`config.mk`:
```
export PLATFORM = sky130hd
export DESIGN_NAME = cpu_rd_port
export DESIGN_NICKNAME = d
export VERILOG_FILES = /design/src/rtl/cpu_rd_port.sv
export SDC_FILE = /design/constraint.sdc
export NUM_CORES = 1
export LEC_CHECK = 0
export CAP_MARGIN = 15
export CORE_ASPECT_RATIO = 0.75
export CORE_MARGIN = 5
export CORE_UTILIZATION = 43
export CTS_BUF_LIST = sky130_fd_sc_hd__clkbuf_8
export CTS_CLUSTER_SIZE = 40
export DETAILED_ROUTE_END_ITERATION = 8
export PLACE_DENSITY = 0.83
export SLEW_MARGIN = 20
export SYNTH_ARGS = -nofsm -noshare
export SYNTH_HDL_FRONTEND = slang
export SYNTH_SLANG_ARGS = --single-unit
```
`constraint.sdc`:
```
create_clock -name clk -period 1.9 [get_ports clk]
set_input_delay 0.285 -clock clk [delete_from_list [all_inputs] [get_ports clk]]
set_output_delay 0.285 -clock clk [all_outputs]
set_load 0.03 [all_outputs]
```
`src/rtl/cpu_rd_port.sv`:
```
// CPU-side read port of one packet-memory ping-pong buffer: fixed-latency word reads
// plus the offer / claim / verdict / release handshake between adapter and buffer manager.
module cpu_rd_port #(
    parameter int ADDR_WIDTH = 9,
    parameter int DATA_WIDTH = 64,
    parameter int PLEN_WIDTH = 32,
    parameter int BUF_IN     = 0,
    parameter int BUF_OUT    = 0
) (
    input  logic                  clk,
    input  logic                  rst,
    input  logic                  pkt_full,
    input  logic [PLEN_WIDTH-1:0] pkt_len,
    output logic                  buf_done,
    output logic                  buf_acc,
    input  logic                  buf_done_ack,
    output logic                  rdy,
    input  logic                  rdy_ack,
    input  logic                  acc,
    input  logic                  rej,
    output logic                  done_ack,
    input  logic                  rd_en,
    input  logic [ADDR_WIDTH-1:0] word_rd_addra,
    output logic [DATA_WIDTH-1:0] bigword,
    output logic                  bigword_vld,
    output logic [PLEN_WIDTH-1:0] byte_len,
    output logic [ADDR_WIDTH-1:0] ram_addr,
    output logic                  ram_en,
    input  logic [DATA_WIDTH-1:0] ram_dout
);
    localparam int LAT = 1 + BUF_IN + BUF_OUT;

    typedef enum logic [1:0] {IDLE, OFFER, OWNED, VERDICT} state_t;

    state_t                state, state_nxt;
    logic [PLEN_WIDTH-1:0] byte_len_nxt;
    logic                  buf_acc_nxt;
    logic                  done_ack_nxt;

    always_ff @(posedge clk) begin
        if (!rst) begin
            state    <= IDLE;
            byte_len <= '0;
            buf_acc  <= 1'b0;
            done_ack <= 1'b0;
        end else begin
            state    <= state_nxt;
            byte_len <= byte_len_nxt;
            buf_acc  <= buf_acc_nxt;
            done_ack <= done_ack_nxt;
        end
    end

    always_comb begin
        state_nxt    = state;
        byte_len_nxt = byte_len;
        buf_acc_nxt  = buf_acc;
        done_ack_nxt = 1'b0;
        unique case (state)
            IDLE: begin
                if (pkt_full) begin
                    state_nxt    = OFFER;
                    byte_len_nxt = pkt_len;
                end
            end
            OFFER: begin
                if (rdy_ack) state_nxt = OWNED;
            end
            OWNED: begin
                // accept takes priority when both pulses land together
                if (acc || rej) begin
                    state_nxt    = VERDICT;
                    buf_acc_nxt  = acc;
                    done_ack_nxt = 1'b1;
                end
            end
            VERDICT: begin
                if (buf_done_ack) begin
                    state_nxt    = IDLE;
                    buf_acc_nxt  = 1'b0;
                    byte_len_nxt = '0;
                end
            end
            default: state_nxt = IDLE;
        endcase
    end

    assign rdy      = (state == OFFER);
    assign buf_done = (state == VERDICT);

    // Request qualifier travels alongside the data: stage BUF_IN feeds the RAM, stage LAT is vld.
    logic           req;
    logic [LAT:1]   vld_sr;
    logic [LAT:0]   vld_pipe;

    assign req      = rd_en && (state == OWNED);
    assign vld_pipe = {vld_sr, req};

    always_ff @(posedge clk) begin
        if (!rst) vld_sr <= '0;
        else      vld_sr <= vld_pipe[LAT-1:0];
    end

    assign ram_en      = vld_pipe[BUF_IN];
    assign bigword_vld = vld_pipe[LAT];

    generate
        if (BUF_IN == 1) begin : g_in_reg
            logic [ADDR_WIDTH-1:0] addr_q;
            always_ff @(posedge clk) begin
                if (!rst) addr_q <= '0;
                else      addr_q <= req ? word_rd_addra : '0;
            end
            assign ram_addr = addr_q;
        end else begin : g_in_comb
            assign ram_addr = req ? word_rd_addra : '0;
        end

        if (BUF_OUT == 1) begin : g_out_reg
            logic [DATA_WIDTH-1:0] dout_q;
            always_ff @(posedge clk) begin
                if (!rst)                 dout_q <= '0;
                else if (vld_pipe[LAT-1]) dout_q <= ram_dout;
            end
            assign bigword = dout_q;
        end else begin : g_out_comb
            // RAM data is live only in its valid cycle; the shadow keeps it visible afterwards
            logic [DATA_WIDTH-1:0] hold_q;
            always_ff @(posedge clk) begin
                if (!rst)               hold_q <= '0;
                else if (vld_pipe[LAT]) hold_q <= ram_dout;
            end
            assign bigword = vld_pipe[LAT] ? ram_dout : hold_q;
        end
    endgenerate

endmodule

```
==> results_dict.tcl <==
set metrics [dict create \
    arrival_ns 1.61 \
    seq_power_share_pct 35.5 \
    gr-total-overflow 0 \
    finalSetupTns_ns 0 \
    die_x_um 132 \
    grt_setup_unrepaired "yes" \
    ios 224 \
    firstDrtPassIters 6 \
    drt_iter0_markers 125 \
    maxSlewViolCount 0 \
    ys_types 29 \
    max_stage_delay_ns 0.44 \
    drc_errors 0 \
    insertion_delay_ns 0.36 \
    worstPathMaxFanout 11 \
    clock_sinks 101 \
    wl_met2_um 6740 \
    cts_tree "done" \
    power.internal_uw 4520 \
    power_frac_comb_pct 43.4 \
    p_clk_share_pct 21.1 \
    grt_usage_pct 19.1 \
    top_layer "met4" \
    ys_seq_elements 101 \
    io_buffers 223 \
    power.switching_uw 2560 \
    synthCells 399 \
    diodes 0 \
    clockBufferDepth 2 \
    synth_top_area_share_pct 41.9 \
    finalSetupViolCount 0 \
    worstSetupEndpointType "output pin" \
    postSynthAreaPerCell_um2 12.1 \
    fin_crit_ns 1.90 \
    die_h_um 102 \
    layout.nets 740 \
    layout_commonest_cell "clkdlybuf4s50_1" \
    skew_ns 0.00432 \
    drive_gt1_share_pct 38.3 \
    wl_per_cell_um 17.8 \
    htree_levels 3 \
    path_cells "bufbuf_16, mux2_4, buf_2" \
    root_buffer "clkbuf_8" \
    antenna_found_initial 0 \
    worst_slew_pin_slew_ns 0.551 \
    multi_input_area_um2 2490 \
    vias_per_cell 4.99 \
    yosys-top-cells-area "dfxtp_1 (42%), mux2_4 (19%), and2_1 (8.6%)" \
    yosys.area.top_type "dfxtp_1" \
    syn-num-nets 518 \
    dp_hpwl_um 9840 \
    antenna_left 0 \
    vdd.ir_drop.worst_v 0.000663 \
    cp-start-kind "flop" \
    timing.slew.headroom_pct 63.2 \
    n_fill_cell 844 \
    worst_path_max_delay_cell "dfxtp_4" \
    cts.clk_slew.worst_paths_ns 0.10 \
    yosysSeqAreaShare_pct 41.9 \
    rows 33 \
    powerDensity_nw_per_um2 977 \
    status "finished clean" \
    dieArea_um2 13500 \
    max_cap_viol_count 0 \
    p_sw_share_pct 36.2 \
    coreArea_um2 10900 \
    final_cell_mix "clkdlybuf4s50_1 (145), dfxtp_1 (100), and2_1 (66), mux2_4 (61), buf_4 (37)" \
    wl_met3_um 1130 \
    syn_area_um2 4830 \
    hold_violations 0 \
    placedCellCount 740 \
    finalCritPeriodShare_pct 99.9 \
    regArea_um2 2030 \
    first_global_vias 4020 \
    critPathKind "reg -> out" \
    numCtsBuffers 9 \
    gp_congestion 0.787 \
    post-route-util_pct 66.2 \
    grt_max_degree 60 \
    grt_pass1_wl_um 21100 \
    fin_area_um2 7250 \
    drt-total-wl_um 13700 \
    syn_to_final_growth_pct 50.2 \
    required_ns 1.62 \
    vias 3825 \
    dpl_cell_area_um2 7070 \
    start_util_pct 44.1 \
    stdcell_count 766 \
    clock.fmax_mhz 527 \
    ys.warnings.count 0 \
    drt-met1-wl_um 5500 \
    p_leak_uw 0.00297 \
    hp-class "in -> reg" \
]
-- flip-flops by register name (all words and copies together), names as in the netlist --
register and count:
buf_acc 1, state 2, g_out_comb.hold_q 64, done_ack 1
bigword_vld 1, byte_len 32
-- metrics by stage --
stage | hold slack, ns | total power (µW) | setup slack (ns)
after floorplan | 0.423 | 4600 | 0.345
after global placement | 0.445 | 5590 | 0.0247
after detailed placement | 0.452 | 5670 | -0.0229
after CTS | 0.259 | 7140 | -0.0700
after global routing | 0.261 | 7420 | -0.0611
final | 0.273 | 7080 | 0.00152
-- worst paths after layout --
check | from | end | slack, ns | cells past startpoint
max reg2reg | state[0] | byte_len[3] | 0.22 | 6
min | rst | done_ack | 0.27 | 2
max | bigword_vld | bigword[40] | 0.002 | 3
min reg2reg | byte_len[9] | byte_len[9] | 0.46 | 2
-- area by class of cell --
class	count	area share [%]
timing repair buffer	246	32.2
inverter	4	0.207
tap	140	2.42
clock inverter	7	1.24
multi-input combinational	259	34.3
clock buffer	9	1.71
sequential	101	27.9
-- power by group through the flow --
stage                     logic [µW]  registers [µW]  clock network (µW)
after floorplan                 1770            2820                   0
after global placement          3050            2550                   0
after detailed placement        3110            2560                   0
after CTS                       3080            2510                1550
after global routing            3260            2540                1630
final                           3080            2510                1500
-- worst max-delay path: cells and delay by family, from the launching register on --
kind / cells / cell delay, ns
mux: 1 / 0.31
buf+inv: 2 / 0.50
flops: 1 / 0.44
-- logic make-up after synthesis --
group	Yosys count	share of synthesized area (%)
muxes	68	20.5
and+or+nand+nor	116	16.8
AOI/OAI and AO/OA	69	12.4
buffers and inverters	39	6.87
DFF	101	41.9
adders and majority gates	6	1.56
-- timing repair --
item	CTS	global route
hold buffers	0	0
setup endpoints to repair	71	56
cloned	1	1
setup buffers	5	4
resized for setup	273	28
-- layer usage --
metal,up-vias,GRT usage [%]
met4,0,5.79
met3,24,7.50
met1,1821,21.6
met2,143,33.9
li1,1837,-
met5,-,0
-- Yosys cell counts --
master / instances
ha_1: 6
buf_2: 4
or3b_1: 1
a21oi_2: 30
bufbuf_16: 2
nand2b_1: 1
buf_6: 13
a2111oi_4: 1
nand2_1: 3
mux2_1: 4
o211a_1: 1
dfxtp_1: 101
and3_1: 10
clkbuf_1: 14
buf_4: 1
nor2b_1: 1
mux2_4: 60
o21ai_1: 2
clkbuf_16: 1
a21oi_1: 3
o21ai_0: 2
nor3b_1: 1
mux2i_2: 1
nand4b_1: 32
inv_1: 4
o21ai_2: 30
mux2i_1: 3
and2_1: 66
nor2b_4: 1
(Power assumes the default switching activity.)
